**src/rtl/sys_tx_scheduler_if.sv**
```systemverilog
// Signal bundle between the requesters/UART and the TX scheduler.
// The master side pushes results and reports UART busy. The slave side is the scheduler.
interface sys_tx_scheduler_if #(
  parameter int WIDTH = 8
);
  logic               rf_send_in;
  logic [WIDTH-1:0]   rf_send_data_in;
  logic               alu_send_in;
  logic [2*WIDTH-1:0] alu_send_data_in;
  logic               uart_tx_busy_in;
  logic [WIDTH-1:0]   uart_tx_data_out;
  logic               uart_tx_data_valid_out;
  logic               rf_queue_full_out;
  logic               alu_queue_full_out;
  logic               overflow_out;
  logic               tx_idle_out;

  modport master (
    output rf_send_in, rf_send_data_in, alu_send_in, alu_send_data_in, uart_tx_busy_in,
    input  uart_tx_data_out, uart_tx_data_valid_out, rf_queue_full_out,
           alu_queue_full_out, overflow_out, tx_idle_out
  );

  modport slave (
    input  rf_send_in, rf_send_data_in, alu_send_in, alu_send_data_in, uart_tx_busy_in,
    output uart_tx_data_out, uart_tx_data_valid_out, rf_queue_full_out,
           alu_queue_full_out, overflow_out, tx_idle_out
  );
endinterface

```
**src/rtl/sys_tx_scheduler.sv**
```systemverilog
// UART TX scheduler: two result FIFOs (8-bit RF, 16-bit ALU) drained round-robin.
// Each grant is sent as bytes over a valid/busy handshake. An ALU result goes out low byte first, then high byte.
module sys_tx_scheduler #(
  parameter int WIDTH = 8,
  parameter int DEPTH = 4
) (
  input logic           clk,
  input logic           reset,
  sys_tx_scheduler_if.slave bus
);
  localparam int PW = $clog2(DEPTH);
  localparam int CW = $clog2(DEPTH + 1);
  localparam logic [CW-1:0] FULL_CNT = CW'(DEPTH);

  typedef enum logic [1:0] {IDLE, WAIT_ACK, WAIT_DONE} state_t;

  state_t state, state_next;

  logic [WIDTH-1:0]   rf_mem  [DEPTH];
  logic [2*WIDTH-1:0] alu_mem [DEPTH];
  logic [PW-1:0]      rf_wr_ptr, rf_rd_ptr, alu_wr_ptr, alu_rd_ptr;
  logic [CW-1:0]      rf_count, alu_count, rf_count_next, alu_count_next;
  logic               rf_push, alu_push, rf_drop, alu_drop, rf_pop, alu_pop;
  logic               rf_ne, alu_ne;
  logic [WIDTH-1:0]   rf_head;
  logic [2*WIDTH-1:0] alu_head;

  logic [WIDTH-1:0]   data_q, data_next, hi_q, hi_next;
  logic               valid_q, valid_next, hi_pend_q, hi_pend_next;
  logic               last_alu_q, last_alu_next;
  logic               rf_full_q, alu_full_q, overflow_q, idle_q;

  // A push into a full FIFO is still accepted when the head leaves on the same edge.
  assign rf_push        = bus.rf_send_in  && ((rf_count  != FULL_CNT) || rf_pop);
  assign alu_push       = bus.alu_send_in && ((alu_count != FULL_CNT) || alu_pop);
  assign rf_drop        = bus.rf_send_in  && !rf_push;
  assign alu_drop       = bus.alu_send_in && !alu_push;
  assign rf_count_next  = rf_count  + CW'(rf_push)  - CW'(rf_pop);
  assign alu_count_next = alu_count + CW'(alu_push) - CW'(alu_pop);
  assign rf_ne          = (rf_count  != '0);
  assign alu_ne         = (alu_count != '0);
  assign rf_head        = rf_mem[rf_rd_ptr];
  assign alu_head       = alu_mem[alu_rd_ptr];

  // NOTE: storage arrays are not reset; clearing pointers and counts already empties the queues.
  always_ff @(posedge clk) begin
    if (rf_push)  rf_mem[rf_wr_ptr]   <= bus.rf_send_data_in;
    if (alu_push) alu_mem[alu_wr_ptr] <= bus.alu_send_data_in;
  end

  always_ff @(posedge clk or posedge reset) begin
    if (reset) begin
      rf_wr_ptr  <= '0;
      rf_rd_ptr  <= '0;
      rf_count   <= '0;
      alu_wr_ptr <= '0;
      alu_rd_ptr <= '0;
      alu_count  <= '0;
    end else begin
      if (rf_push)  rf_wr_ptr  <= rf_wr_ptr  + PW'(1);
      if (rf_pop)   rf_rd_ptr  <= rf_rd_ptr  + PW'(1);
      if (alu_push) alu_wr_ptr <= alu_wr_ptr + PW'(1);
      if (alu_pop)  alu_rd_ptr <= alu_rd_ptr + PW'(1);
      rf_count  <= rf_count_next;
      alu_count <= alu_count_next;
    end
  end

  // NOTE: every output of this block gets a default first, so no path can infer a latch.
  always_comb begin
    state_next    = state;
    data_next     = data_q;
    valid_next    = valid_q;
    hi_next       = hi_q;
    hi_pend_next  = hi_pend_q;
    last_alu_next = last_alu_q;
    rf_pop        = 1'b0;
    alu_pop       = 1'b0;
    unique case (state)
      IDLE: begin
        if (!bus.uart_tx_busy_in && (rf_ne || alu_ne)) begin
          if (alu_ne && (!rf_ne || !last_alu_q)) begin
            alu_pop       = 1'b1;
            data_next     = alu_head[WIDTH-1:0];
            hi_next       = alu_head[2*WIDTH-1:WIDTH];
            hi_pend_next  = 1'b1;
            last_alu_next = 1'b1;
          end else begin
            rf_pop        = 1'b1;
            data_next     = rf_head;
            hi_pend_next  = 1'b0;
            last_alu_next = 1'b0;
          end
          valid_next = 1'b1;
          state_next = WAIT_ACK;
        end
      end
      WAIT_ACK: begin
        if (bus.uart_tx_busy_in) begin
          valid_next = 1'b0;
          state_next = WAIT_DONE;
        end
      end
      WAIT_DONE: begin
        if (!bus.uart_tx_busy_in) begin
          if (hi_pend_q) begin
            data_next    = hi_q;
            valid_next   = 1'b1;
            hi_pend_next = 1'b0;
            state_next   = WAIT_ACK;
          end else begin
            state_next = IDLE;
          end
        end
      end
      default: state_next = IDLE;
    endcase
  end

  // NOTE: registered state uses non-blocking assignments so all flops update from pre-edge values.
  always_ff @(posedge clk or posedge reset) begin
    if (reset) begin
      state      <= IDLE;
      data_q     <= '0;
      valid_q    <= 1'b0;
      hi_q       <= '0;
      hi_pend_q  <= 1'b0;
      last_alu_q <= 1'b1;
      rf_full_q  <= 1'b0;
      alu_full_q <= 1'b0;
      overflow_q <= 1'b0;
      idle_q     <= 1'b1;
    end else begin
      state      <= state_next;
      data_q     <= data_next;
      valid_q    <= valid_next;
      hi_q       <= hi_next;
      hi_pend_q  <= hi_pend_next;
      last_alu_q <= last_alu_next;
      rf_full_q  <= (rf_count_next  == FULL_CNT);
      alu_full_q <= (alu_count_next == FULL_CNT);
      overflow_q <= rf_drop || alu_drop;
      idle_q     <= (state_next == IDLE) && (rf_count_next == '0) && (alu_count_next == '0);
    end
  end

  assign bus.uart_tx_data_out       = data_q;
  assign bus.uart_tx_data_valid_out = valid_q;
  assign bus.rf_queue_full_out      = rf_full_q;
  assign bus.alu_queue_full_out     = alu_full_q;
  assign bus.overflow_out           = overflow_q;
  assign bus.tx_idle_out            = idle_q;
endmodule

```
**src/flat_wrapper.sv**
```systemverilog
// flat-port wrapper written by rule: the top's interface ports become plain ports
module sys_tx_scheduler_flat 
#(
  parameter int WIDTH = 8,
  parameter int DEPTH = 4
)
  (clk, reset, bus_rf_send_in, bus_rf_send_data_in, bus_alu_send_in, bus_alu_send_data_in, bus_uart_tx_busy_in, bus_uart_tx_data_out, bus_uart_tx_data_valid_out, bus_rf_queue_full_out, bus_alu_queue_full_out, bus_overflow_out, bus_tx_idle_out);
  sys_tx_scheduler_if #(.WIDTH(WIDTH)) bus_i ();
  input logic clk;
  input logic reset;
  input wire logic [$bits(bus_i.rf_send_in)-1:0] bus_rf_send_in;
  input wire logic [$bits(bus_i.rf_send_data_in)-1:0] bus_rf_send_data_in;
  input wire logic [$bits(bus_i.alu_send_in)-1:0] bus_alu_send_in;
  input wire logic [$bits(bus_i.alu_send_data_in)-1:0] bus_alu_send_data_in;
  input wire logic [$bits(bus_i.uart_tx_busy_in)-1:0] bus_uart_tx_busy_in;
  output wire logic [$bits(bus_i.uart_tx_data_out)-1:0] bus_uart_tx_data_out;
  output wire logic [$bits(bus_i.uart_tx_data_valid_out)-1:0] bus_uart_tx_data_valid_out;
  output wire logic [$bits(bus_i.rf_queue_full_out)-1:0] bus_rf_queue_full_out;
  output wire logic [$bits(bus_i.alu_queue_full_out)-1:0] bus_alu_queue_full_out;
  output wire logic [$bits(bus_i.overflow_out)-1:0] bus_overflow_out;
  output wire logic [$bits(bus_i.tx_idle_out)-1:0] bus_tx_idle_out;
  assign bus_i.rf_send_in = bus_rf_send_in;
  assign bus_i.rf_send_data_in = bus_rf_send_data_in;
  assign bus_i.alu_send_in = bus_alu_send_in;
  assign bus_i.alu_send_data_in = bus_alu_send_data_in;
  assign bus_i.uart_tx_busy_in = bus_uart_tx_busy_in;
  assign bus_uart_tx_data_out = bus_i.uart_tx_data_out;
  assign bus_uart_tx_data_valid_out = bus_i.uart_tx_data_valid_out;
  assign bus_rf_queue_full_out = bus_i.rf_queue_full_out;
  assign bus_alu_queue_full_out = bus_i.alu_queue_full_out;
  assign bus_overflow_out = bus_i.overflow_out;
  assign bus_tx_idle_out = bus_i.tx_idle_out;
  sys_tx_scheduler #(.WIDTH(WIDTH), .DEPTH(DEPTH)) u_core (.clk(clk), .reset(reset), .bus(bus_i));
endmodule
```
**config.mk**
```make
export PLATFORM = sky130hd
export DESIGN_NAME = sys_tx_scheduler_flat
export DESIGN_NICKNAME = d
export VERILOG_FILES = /design/src/rtl/sys_tx_scheduler_if.sv /design/src/rtl/sys_tx_scheduler.sv /design/src/flat_wrapper.sv
export SDC_FILE = /design/constraint.sdc
export NUM_CORES = 1
export LEC_CHECK = 0
export ABC_AREA = 1
export CELL_PAD_IN_SITES_DETAIL_PLACEMENT = 0
export CELL_PAD_IN_SITES_GLOBAL_PLACEMENT = 1
export CORE_MARGIN = 3
export CORE_UTILIZATION = 40
export DETAILED_ROUTE_END_ITERATION = 16
export PLACE_DENSITY_LB_ADDON = 0.25
export SYNTH_ARGS = -nofsm -noshare
export SYNTH_HDL_FRONTEND = slang
export SYNTH_SLANG_ARGS = --single-unit
```
**constraint.sdc**
```tcl
create_clock -name clk -period 7.8 [get_ports clk]
set_input_delay 1.56 -clock clk [delete_from_list [all_inputs] [get_ports clk]]
set_output_delay 1.56 -clock clk [all_outputs]
set_load 0.01 [all_outputs]
```
# --- After elaboration in Yosys (flattened, before gate mapping) ---
# Memory sizes are Yosys's and may differ from the RTL's.
# Cells that the tools add are included.
totals:
  regBits: 39
  ramBits: 96
  input_bits: 29
  output_inout_bits: 13
  elab_cells: 95
  memories: 2
op_classes:
  add_sub_neg: 8
  n_eq_ne: 10
  n_mux: 28
  n_reduce_logical: 31
memory_table:
  columns: ["memory", "words", "word_bits", "read_ports", "rd_ports_with_merged_regs", "write_ports", "line", "text"]
  rows:
  - ["u_core.alu_mem", 4, 16, 1, 0, 1, "sys_tx_scheduler.sv:20", "logic [2*WIDTH-1:0] alu_mem [DEPTH];"]
  - ["u_core.rf_mem", 4, 8, 1, 0, 1, "sys_tx_scheduler.sv:19", "logic [WIDTH-1:0] rf_mem [DEPTH];"]
op_table:
  columns: ["operator", "count"]
  rows:
  - ["$mux 8", 4]
  - ["$mux 1", 17]
  - ["$pmux 8 s2", 1]
  - ["$reduce_bool 3->1", 3]
  - ["$add 2x1->2 const B", 4]
  - ["$logic_and 1x1->1", 8]
  - ["$add 3x1->3", 2]
  - ["$eq 3x3->1 const B", 2]
  - ["$logic_not 3->1", 2]
  - ["$mux 2", 3]
  - ["$ne 3x3->1 const B", 2]
  - ["$pmux 2 s3", 1]
  - ["$reduce_and 3->1", 2]
  - ["$sub 3x1->3", 2]
  - ["$logic_not 1->1", 5]
  - ["$logic_or 1x1->1", 5]
  - ["$reduce_and 5->1", 1]
  - ["$logic_not 2->1", 2]
  - ["$ne 2x1->1 const B", 2]
  - ["$ne 2x2->1 const B", 2]
  - ["$reduce_and 4->1", 1]
  - ["$pmux 1 s3", 1]
  - ["$eq 2x1->1 const B", 1]
  - ["$eq 2x2->1 const B", 1]
  - ["other kinds (3)", 3]

# --- Logic depth before layout (Yosys ltp) ---
depth:
  word_depth: 14
  ltp_mapped: 17
  mapped_depth_nobuf: 17

# --- Least setup slack after synthesis ---
# Ideal clock, no wire load.
synth_path:
  path_type: "input to register"
  from: "in bus_uart_tx_busy_in"
  to: "reg u_core.idle_q, in the netlist u_core.bus.tx_idle_out"
  setup_time_ns: 0.068
  arrival_time_ns: 3.481
  required_time_ns: 7.732
  slack_ns: 4.251
  stages: 13
  path_buffers: 0
  cell_sequence: "nor2_4 -> nand3_4 -> clkinv_2 -> ha_1 -> inv_1 -> ha_1 -> inv_1 -> fa_1 -> inv_1 -> or2_2 -> nor3_1 -> nand3_1 -> nor2_1"
synth_via:
  word_cells_on_any_way: 23
  classes_between: "4 x add/sub; 8 x mux; 11 x reduce/logical"
synth_lines:
  columns: ["element", "line", "text"]
  rows:
  - ["from (decl)", "flat_wrapper.sv:15", "input wire logic [$bits(bus_i.uart_tx_busy_in)-1:0] bus_uart_tx_busy_in;"]
  - ["$logic_not 1->1 (*)", "sys_tx_scheduler.sv:81", "if (!bus.uart_tx_busy_in && (rf_ne || alu_ne)) begin"]
  - ["$logic_and 1x1->1 (*)", "sys_tx_scheduler.sv:81", null]
  - ["$mux 1 (*)", "sys_tx_scheduler.sv:81", null]
  - ["$mux 1 (*)", "sys_tx_scheduler.sv:79", "unique case (state)"]
  - ["named net u_core.alu_pop", "sys_tx_scheduler.sv:23", "logic rf_push, alu_push, rf_drop, alu_drop, rf_pop, alu_pop;"]
  - ["$logic_or 1x1->1", "sys_tx_scheduler.sv:35", "assign alu_push = bus.alu_send_in && ((alu_count != FULL_CNT) || alu_pop);"]
  - ["$logic_and 1x1->1", "sys_tx_scheduler.sv:35", null]
  - ["$add 3x1->3", "sys_tx_scheduler.sv:39", "assign alu_count_next = alu_count + CW'(alu_push) - CW'(alu_pop);"]
  - ["$sub 3x1->3 (*)", "sys_tx_scheduler.sv:39", null]
  - ["named net u_core.alu_count_next[1]", "sys_tx_scheduler.sv:22", "logic [CW-1:0] rf_count, alu_count, rf_count_next, alu_count_next;"]
  - ["$logic_not 3->1 (*)", "sys_tx_scheduler.sv:143", "idle_q <= (state_next == IDLE) && (rf_count_next == '0) && (alu_count_next == '0);"]
  - ["$logic_and 1x1->1 (*)", "sys_tx_scheduler.sv:143", null]
  - ["to (signal assigned)", "sys_tx_scheduler.sv:143", null]
  - ["to (decl)", "sys_tx_scheduler.sv:31", "logic rf_full_q, alu_full_q, overflow_q, idle_q;"]
# The timed path passes the listed nets; every way through them passes the cells marked *.
# A chain may end at the register's enable or synchronous reset.

# --- Final worst setup path ---
# Same ends and word-level chain as after synthesis.

==> reports/qor.txt <==
Worst vdd ir: 0.271 mV
Die Ht: 127 um
Core ar.: 14000 sq um
Hold Startpoint: u_core.hi_q[0]
# fillers: 1264
Leak Pwr: 2.90 nW
Global Route met3 Usage: 4.93%
Clock buffer depth: 2
Gr usage total: 15.8%
Ant. Diodes: 0
# IOs: 42
Mean Syn Cell Area: 10.9 sq um
Dpl ws: 3.25 ns
Cells after Synth: 535
Row count: 43
Final worst slack: 3.71 ns
DIE WIDTH: 127 um
DR WL/cell: 15.1 um
Nets: 625
Largest net degree at the start of global routing: 40
Min-delay worst type: reg2reg
Synth-to-layout area growth: 19.3%
Final setup viols: 0
CP Launch Type: primary input
Status: complete, no violations
Max incr delay on CP: 0.68 ns
Initial DRC count: 232
Worst Path Arrival: 4.44 ns
Routed Wire Length: 11700 um
Start of the worst register-to-register path: u_core.rf_count[1]
Req. time, crit path: 8.15 ns
Final core occ: 49.4%
First-pass GRT wire length: 19300 um
Total power: 2.84 mW
Met2 Usage GRT: 24.8%
Dpl hpwl: 7810 um
Achievable Freq: 244 MHz
Setup TNS: 0 ns
Final Hold Fails: 0
Worst skew pair latency: 0.41 ns
RSZ-0062 raised after global routing: no
Synth warnings: 0
Initial Utilization: 41.4%
Met1 Use GR: 20.9%
Antenna violations before repair: 0
Htree depth: 4
Max-Cap Viols: 0
Gr busiest metal: met2
CP cell instances: clkdlybuf4s50_1 > nor2_4 > nand3_4 > clkinv_2 > ha_1 > inv_1 > ha_1 > inv_1 > fa_1 > inv_1 > or2_2 > nor3_1 > nand3_1 > nor2_1
DR vias/cell: 4.83
TritonCTS Buffers: 17
Power density cells: 409 nW/um^2
Post-Syn Nets: 578
Post-cts hold buffer count: 0
Seq cells post-synth: 135
DRC: 0
Antenna viol nets, final: 0
Layout cells sized above 1: 10.6%
Clock root buffer: clkbuf_16
Total Die Area: 16000 sq um
CTS tree: yes
Clock Pin Slew Worst Setup and Hold Paths: 0.05 ns
CP Max Fanout: 14
Clk_skew: 0.00580 ns
Max-slew violation count: 0
Max-slew headroom: 35.7%
Port buffer count: 41
Vias in the first global route: 3709
Count of different cell masters after synthesis: 34
CP Capture Type: flip-flop
Clock sink count: 135
Routability congestion estimate: 0.773
PostCTS Resize Cnt: 0
Via count: 3743
Fin crit share: 52.4%
Post-Syn Area: 5820 sq um
Critical path's slowest cell: clkdlybuf4s50_1
Seq/Total Area, Yosys: 66.4%
DRT Pass-1 Iters: 4
Critical path class: in2reg
Min cycle time layout: 4.09 ns
Worst path most repeated cell: inv_1
R2R Setup Slk: 4.71 ns
Setup bufs post-CTS: 0
Slew @ Worst Pin: 0.963 ns
Critical Path Source: bus_uart_tx_busy_in
Grt ovf: 0
[placed cells by master (no fill, tap or decap), types with 3 or more instances in the layout]
cell type and n:
nand3_2 3, dfrtp_1 37, inv_1 46, xor2_1 3
nand2_1 151, clkdlybuf4s50_1 41, o21ai_0 30, clkinv_1 8
ha_1 12, nand3_1 41, nand2_4 5, inv_2 7
nor2_1 47, edfxtp_1 96, clkbuf_16 17, nor2_2 7
nor3_1 3, clkinv_2 4, o22ai_1 8, nand2_2 5
bufinv_16 3
[path summary, 6_finish.rpt]
| path | endpoint | cells after the start |
|---|---|---|
| setup / recovery | u_core.bus.tx_idle_out | 14 |
| hold / removal | u_core.hi_q[0] | 2 |
| setup reg to reg | u_core.bus.tx_idle_out | 17 |
| hold reg to reg | u_core.hi_q[0] | 2 |
| max in group asynchronous | u_core.last_alu_q | 3 |
| min in group asynchronous | u_core.alu_wr_ptr[0] | 3 |
[cells in the mapped netlist]
| master | n | area, sq um |
|---|---|---|
| a21oi_1 | 1 | 5.00 |
| buf_2 | 6 | 30.0 |
| buf_4 | 5 | 37.5 |
| buf_6 | 2 | 22.5 |
| clkbuf_1 | 1 | 3.75 |
| clkbuf_2 | 1 | 5.00 |
| clkinv_1 | 1 | 3.75 |
| clkinv_2 | 1 | 5.00 |
| dfrtp_1 | 37 | 926 |
| dfstp_2 | 2 | 52.6 |
| edfxtp_1 | 96 | 2880 |
| fa_1 | 2 | 40.0 |
| ha_1 | 12 | 150 |
| inv_1 | 46 | 173 |
| inv_2 | 7 | 26.3 |
| inv_4 | 1 | 6.26 |
| nand2_1 | 151 | 567 |
| nand2_2 | 5 | 31.3 |
| nand2_4 | 5 | 56.3 |
| nand3_1 | 41 | 205 |
| nand3_2 | 3 | 30.0 |
| nand3_4 | 1 | 17.5 |
| nor2_1 | 47 | 176 |
| nor2_2 | 7 | 43.8 |
| nor2_4 | 1 | 11.3 |
| nor3_1 | 3 | 15.0 |
| o21ai_0 | 30 | 150 |
| o21ai_1 | 2 | 10.0 |
| o21ai_2 | 2 | 17.5 |
| o22ai_1 | 8 | 50.1 |
| o311ai_1 | 1 | 8.76 |
| or2_2 | 2 | 12.5 |
| xnor2_1 | 2 | 17.5 |
| xor2_1 | 3 | 26.3 |
[critical path, delay by kind of cell]
kind | cells | cell delay (ns)
adder cells (fa/ha/maj) | 3 | 0.92
buffers and inverters | 5 | 0.98
AND/OR/NAND/NOR | 6 | 0.95
[registers in the layout, indices dropped and copies added (netlist names), 2 cells and up]
signal and cells:
u_core.alu_count 3, u_core.alu_rd_ptr 2, u_core.state 2, u_core.rf_wr_ptr 2, u_core.alu_mem 64, u_core.rf_rd_ptr 2, u_core.hi_q 8, u_core.alu_wr_ptr 2
u_core.bus.uart_tx_data_out 8, u_core.rf_count 3, u_core.rf_mem 32
[report_power, final]
part	switching, mW	internal [mW]	leakage, nW
sequential	0.125	0.984	1.35
combinational	0.628	0.335	1.27
clock	0.275	0.492	0.276
total	1.03	1.81	2.90
[metal layers]
metal | vias to the layer above | wire length, um
li1 | 1860 | -
met1 | 1805 | 5490
met2 | 66 | 5580
met3 | 12 | 455
met4 | 0 | 137
met5 | - | 0
[kinds of logic after synthesis]
kind of cell    synth area share, %
compound gates                 4.15
xor+xnor                      0.753
fa+ha+maj                      3.27
buf+inv                        5.38
flops                          66.4
simple gates                   20.1
[layout make-up]
type	instances	area (sq um)	area share, %
clock buffers	18	429	6.19
clock inverters	14	139	2.00
inverters	56	214	3.08
multi-input cells	329	1640	23.7
flip-flops and latches	135	3860	55.7
well taps	180	225	3.25
repair buffers	43	425	6.13
[stage by stage]
step / instances / area, sq um / hold slack (ns)
after floorplan: 535 / 5820 / 0.449
after global placement: 743 / 6370 / 0.463
after detailed placement: 743 / 6370 / 0.467
after CTS: 775 / 6940 / 0.482
after global routing: 775 / 6940 / 0.492
final: 775 / 6940 / 0.478
Power figures use the tool's default switching activity.
